### config.mk
export PLATFORM = sky130hd
export DESIGN_NAME = alu_issue_queue
export DESIGN_NICKNAME = d
export VERILOG_FILES = /design/src/rtl/alu_issue_queue.sv
export SDC_FILE = /design/constraint.sdc
export NUM_CORES = 1
export LEC_CHECK = 0
export CAP_MARGIN = 20
export CORE_ASPECT_RATIO = 1.2
export CORE_MARGIN = 3
export CORE_UTILIZATION = 32
export DETAILED_ROUTE_END_ITERATION = 8
export PLACE_DENSITY = 0.58
export SLEW_MARGIN = 20
export SYNTH_ARGS = -nofsm -noshare
export SYNTH_HDL_FRONTEND = slang
export SYNTH_SLANG_ARGS = --single-unit
export TNS_END_PERCENT = 5
### constraint.sdc
create_clock -name clk -period 2.4 [get_ports clk]
set_clock_uncertainty 0.1 [all_clocks]
set_input_delay 0.36 -clock clk [delete_from_list [all_inputs] [get_ports clk]]
set_output_delay 0.36 -clock clk [all_outputs]
set_load 0.05 [all_outputs]
### src/rtl/alu_issue_queue.sv
// Command FIFO feeding a single ALU with a bounded number of operations in flight.
// Optional define ALU_ISSUE_STATS_EN adds 16-bit issue/retire counters.
module alu_issue_queue #(
    parameter int WIDTH   = 8,
    parameter int MODE_W  = 3,
    parameter int DEPTH   = 4,
    parameter int MAX_OUT = 2
) (
    input  logic                         clk,
    input  logic                         rst,
    input  logic                         cmd_valid,
    output logic                         cmd_ready,
    input  logic [WIDTH-1:0]             cmd_val1,
    input  logic [WIDTH-1:0]             cmd_val2,
    input  logic [MODE_W-1:0]            cmd_mode,
    output logic [WIDTH-1:0]             alu_val1,
    output logic [WIDTH-1:0]             alu_val2,
    output logic [MODE_W-1:0]            alu_mode,
    output logic                         alu_valid_i,
    input  logic                         alu_valid_o,
    output logic [$clog2(DEPTH+1)-1:0]   fifo_count,
    output logic [$clog2(MAX_OUT+1)-1:0] outstanding,
    output logic                         err_underflow
`ifdef ALU_ISSUE_STATS_EN
    ,
    output logic [15:0]                  issued_cnt,
    output logic [15:0]                  retired_cnt
`endif
);

    localparam int AW = (DEPTH > 1) ? $clog2(DEPTH) : 1;
    localparam int CW = $clog2(DEPTH + 1);
    localparam int OW = $clog2(MAX_OUT + 1);
    localparam int EW = 2 * WIDTH + MODE_W;
    localparam logic [CW-1:0] DEPTH_C = CW'(DEPTH);
    localparam logic [OW-1:0] MAX_C   = OW'(MAX_OUT);

    logic [EW-1:0] mem [DEPTH];
    logic [AW-1:0] wr_ptr;
    logic [AW-1:0] rd_ptr;
    logic          push;
    logic          issue;

    assign cmd_ready = (fifo_count != DEPTH_C);
    assign push      = cmd_valid && cmd_ready;
    // A completion on the same edge frees a credit, so a full pipe can still issue.
    assign issue     = (fifo_count != '0) && ((outstanding < MAX_C) || alu_valid_o);

    always_ff @(posedge clk) begin
        if (!rst && push) begin
            mem[wr_ptr] <= {cmd_val1, cmd_val2, cmd_mode};
        end
    end

    always_ff @(posedge clk) begin
        if (rst) begin
            wr_ptr        <= '0;
            rd_ptr        <= '0;
            fifo_count    <= '0;
            outstanding   <= '0;
            alu_valid_i   <= 1'b0;
            alu_val1      <= '0;
            alu_val2      <= '0;
            alu_mode      <= '0;
            err_underflow <= 1'b0;
        end else begin
            alu_valid_i <= issue;
            if (push) begin
                wr_ptr <= wr_ptr + 1'b1;
            end
            if (issue) begin
                rd_ptr                         <= rd_ptr + 1'b1;
                {alu_val1, alu_val2, alu_mode} <= mem[rd_ptr];
            end

            case ({push, issue})
                2'b10:   fifo_count <= fifo_count + 1'b1;
                2'b01:   fifo_count <= fifo_count - 1'b1;
                default: fifo_count <= fifo_count;
            endcase

            if (issue && !alu_valid_o) begin
                outstanding <= outstanding + 1'b1;
            end else if (!issue && alu_valid_o) begin
                if (outstanding == '0) begin
                    err_underflow <= 1'b1;
                end else begin
                    outstanding <= outstanding - 1'b1;
                end
            end
        end
    end

`ifdef ALU_ISSUE_STATS_EN
    always_ff @(posedge clk) begin
        if (rst) begin
            issued_cnt  <= '0;
            retired_cnt <= '0;
        end else begin
            if (issue) begin
                issued_cnt <= issued_cnt + 16'd1;
            end
            if (alu_valid_o) begin
                retired_cnt <= retired_cnt + 16'd1;
            end
        end
    end
`endif

endmodule

==> results.py, run 1 <==
metrics = {
    "outcome": {
        "status": "finished, final reports clean",
    },
    "detailed_routing": {
        "first_pass_iters": 4,
        "drt_iter0_drc": 91,
        "wire_per_inst_um": 16.1,
        "top_layer_used": "met4",
        "totalWireLength_mm": 7.23,
        "via_count": 2070,
        "vias_per_cell": 4.60,
        "met2WireLength_mm": 3.79,
        "dr_wl_met3_um": 248,
        "m1WireLength_mm": 3.08,
        "drcViolationCount": 0,
        "ant_nets": 0,
    },
    "global_routing": {
        "grt.overflow.total": 0,
        "grt_usage_pct": 11.3,
        "grt_pass1_vias": 2157,
        "antenna_found_initial": 0,
        "grt_start_max_net_pins": 21,
        "grt_pass1_wl_mm": 11.5,
    },
    "placed_design": {
        "post-dp-hpwl_mm": 4.51,
        "port_buffers": 49,
        "dp_slack_ns": -0.0763,
        "gp_congestion": 0.714,
    },
    "final_layout": {
        "n_fill_cell": 1101,
        "diodes": 0,
        "finalNetCount": 315,
        "drive_gt1_share_pct": 26.0,
        "area.growth.synth_to_final_pct": 27.0,
    },
    "logic_synthesis": {
        "yosysTopAreaCell": "edfxtp_1",
        "ys_seq_area_share_pct": 72.2,
        "synth-adder-area-share_pct": 2.70,
        "synth_top_cell_area_share_pct": 57.2,
        "syn_avg_cell_area_um2": 18.2,
        "synthSimpleGateAreaFrac_pct": 3.92,
        "syn_nets": 250,
        "synth_top_family_by_area": "multiplexers",
        "yosys.cell_types.count": 26,
        "synth.area.top_cells": "edfxtp_1 (57%), dfxtp_1 (15%), mux4_2 (11%), a22o_2 (4.5%), ha_1 (2.2%)",
        "ys_ff_latch": 106,
        "synthesis.area_mm2": 0.00399,
        "yosysWarnings": 0,
        "syn_inst": 219,
        "synth_compound_area_share_pct": 7.46,
        "synth.area.mux_share_pct": 10.7,
        "yosys.area_share.xor_xnor_pct": 0.439,
    },
    "pwr": {
        "p_sw_uw": 1980,
        "powerDensity_mw_per_mm2": 1150,
        "p_int_uw": 3840,
        "vdd_drop_max_uv": 434,
        "p_comb_share_pct": 36.4,
        "p_leak_uw": 0.00170,
        "swShare_pct": 34.0,
        "power_frac_clock_pct": 22.6,
        "pwr-share-seq_pct": 41.0,
    },
    "clock_network": {
        "clock_latency_ns": 0.34,
        "cts.repair.resized": 0,
        "cts_buffers": 9,
        "cts_root_buf": "clkbuf_16",
        "cts_hold_buf": 0,
        "post_cts_buffers": 0,
        "cts_tree": "done",
        "cts_sinks": 106,
        "clock_path_buffers": 2,
        "cts.clk_slew.worst_paths_ns": 0.06,
        "htreeDepth": 3,
    },
    "worst_setup_path": {
        "worstPathMaxFanout": 6,
        "critPathRequiredTime_ns": 1.94,
        "setup.worst_path.class": "reg -> out",
        "worstPathArrival_ns": 1.80,
        "cp-end-kind": "primary output",
        "cp-start-kind": "register",
    },
    "timing": {
        "grt_setup_unrepaired": "no",
        "worst_slew_pin_slew_ns": 0.510,
        "period_share_pct": 94.3,
        "final.setup.worst_slack_ns": 0.138,
        "hold_slack_ns": 0.378,
        "min_period_ns": 2.26,
        "drv_slew": 0,
        "finalHoldViolations": 0,
        "maxSlewHeadroom_pct": 65.9,
        "fmax_ghz": 0.442,
        "finalSetupViolCount": 0,
    },
    "job": {
        "drv_cap": 0,
    },
    "die": {
        "fp.dieW_um": 108,
        "die-area_mm2": 0.0139,
        "initial_core_util_pct": 32.8,
        "num_rows": 44,
        "die_h_um": 128,
        "io_pins": 50,
        "coreArea_mm2": 0.0122,
    },
    "min_path": {
        "hold_class": "reg -> reg",
    },
}
-- stage by stage --
stage / instances / util [%] / TNS (ns) / power (uW) / area [um^2]
2_1_floorplan: 219 / - / 0 / 3900 / 4000
3_3_place_gp: 434 / 39.5 / 0 / 4540 / 4800
3_5_place_dp: 434 / 39.5 / -0.0763 / 4590 / 4800
4_1_cts: 450 / 41.6 / 0 / 5910 / 5070
5_1_grt: 450 / 41.6 / 0 / 6120 / 5070
6_report: 450 / 41.6 / 0 / 5810 / 5070
-- kinds of logic (layout without fill, tap and decap cells) --
family,after synthesis,count (layout)
compound gates,37,37
xor+xnor,2,2
fa+ha+maj,8,8
flops,106,106
simple gates,28,28
mux,19,19
buf+inv,19,89
-- layout make-up --
type / count / area (um^2) / share of cell area, %
Sequential cell: 106 / 2890 / 57.0
Multi-Input combinational cell: 94 / 1020 / 20.1
Clock buffer: 11 / 233 / 4.59
Timing Repair Buffer: 63 / 658 / 13.0
Tap cell: 161 / 201 / 3.98
Clock inverter: 5 / 31.3 / 0.617
Inverter: 10 / 37.5 / 0.741
-- state kept, by name, indices dropped and copies added (netlist names) --
signal / count
outstanding: 2
alu_val2: 8
rd_ptr: 2
alu_val1: 8
fifo_count: 3
alu_mode: 3
err_underflow: 1
mem: 76
alu_valid_i: 1
wr_ptr: 2
-- routing by layer --
| layer | global-route usage (%) | vias up |
|---|---|---|
| li1 | - | 983 |
| met1 | 13.7 | 1042 |
| met2 | 19.0 | 39 |
| met3 | 3.66 | 6 |
| met4 | 4.23 | 0 |
| met5 | 0 | - |
-- worst max-delay path: stages (launching register included) --
cell and delay (ns):
dfxtp_2 0.36, nor3b_2 0.31, inv_2 0.09, clkdlybuf4s50_1 0.71
-- Yosys cell counts --
cell type,number
a21oi_4,1
nand2_1,3
edfxtp_1,76
clkbuf_1,5
inv_1,10
a21oi_1,8
o21ai_0,7
xor2_1,2
or2b_4,1
a22o_1,1
or3_1,2
nor3b_1,2
nor2b_1,3
buf_6,4
nor3_1,3
or3_4,1
and2_1,4
a311oi_1,1
a22o_2,18
mux4_2,19
nand3_1,2
ha_1,7
dfxtp_1,30
a31o_2,1
nor2_1,7
fa_1,1
-- final timing paths --
path / depth (start not counted) / start / slack [ns] / endpoint
setup reg to reg: 9 / fifo_count[0] / 0.21 / fifo_count[2]
hold reg to reg: 1 / alu_val2[5] / 0.38 / alu_val2[5]
hold / removal: 1 / alu_val2[5] / 0.38 / alu_val2[5]
setup / recovery: 3 / fifo_count[0] / 0.14 / cmd_ready
-- cells in the final DEF (no fill, tap or decap), drive strengths merged, types with 4 or more instances in the layout --
| cell type | count |
|---|---|
| edfxtp | 76 |
| clkdlybuf4s50 | 49 |
| dfxtp | 30 |
| mux4 | 19 |
| a22o | 19 |
| buf | 14 |
| clkbuf | 11 |
| inv | 10 |
| a21oi | 9 |
| o21ai | 7 |
| nor2 | 7 |
| ha | 7 |
| and2 | 4 |
| clkinv | 4 |
-- power by group through the flow --
stage | registers, uW | logic (uW) | clock network [uW]
final | 2380 | 2120 | 1310
after global routing | 2420 | 2260 | 1430
after global placement | 2420 | 2130 | 0
after detailed placement | 2430 | 2160 | 0
after CTS | 2390 | 2160 | 1360
after floorplan | 3020 | 884 | 0
Note: power is estimated with default switching activity, not from simulation.
==> inputs of run 2 (changes only) <==
--- a/config.mk
+++ b/config.mk
@@ -5,7 +5,6 @@
 export SDC_FILE = /design/constraint.sdc
 export NUM_CORES = 1
 export LEC_CHECK = 0
-export CAP_MARGIN = 20
 export CORE_ASPECT_RATIO = 1.2
 export CORE_MARGIN = 3
 export CORE_UTILIZATION = 32
==> results of run 2 <==
No change in the layout: final DEF, timing and power equal those of run 1.
==> inputs of run 3 (changes only) <==
--- a/config.mk
+++ b/config.mk
@@ -5,6 +5,7 @@
 export SDC_FILE = /design/constraint.sdc
 export NUM_CORES = 1
 export LEC_CHECK = 0
+export CAP_MARGIN = 10
 export CORE_ASPECT_RATIO = 1.2
 export CORE_MARGIN = 3
 export CORE_UTILIZATION = 32
==> results of run 3 <==
No change in the layout: final DEF, timing and power equal those of run 1.
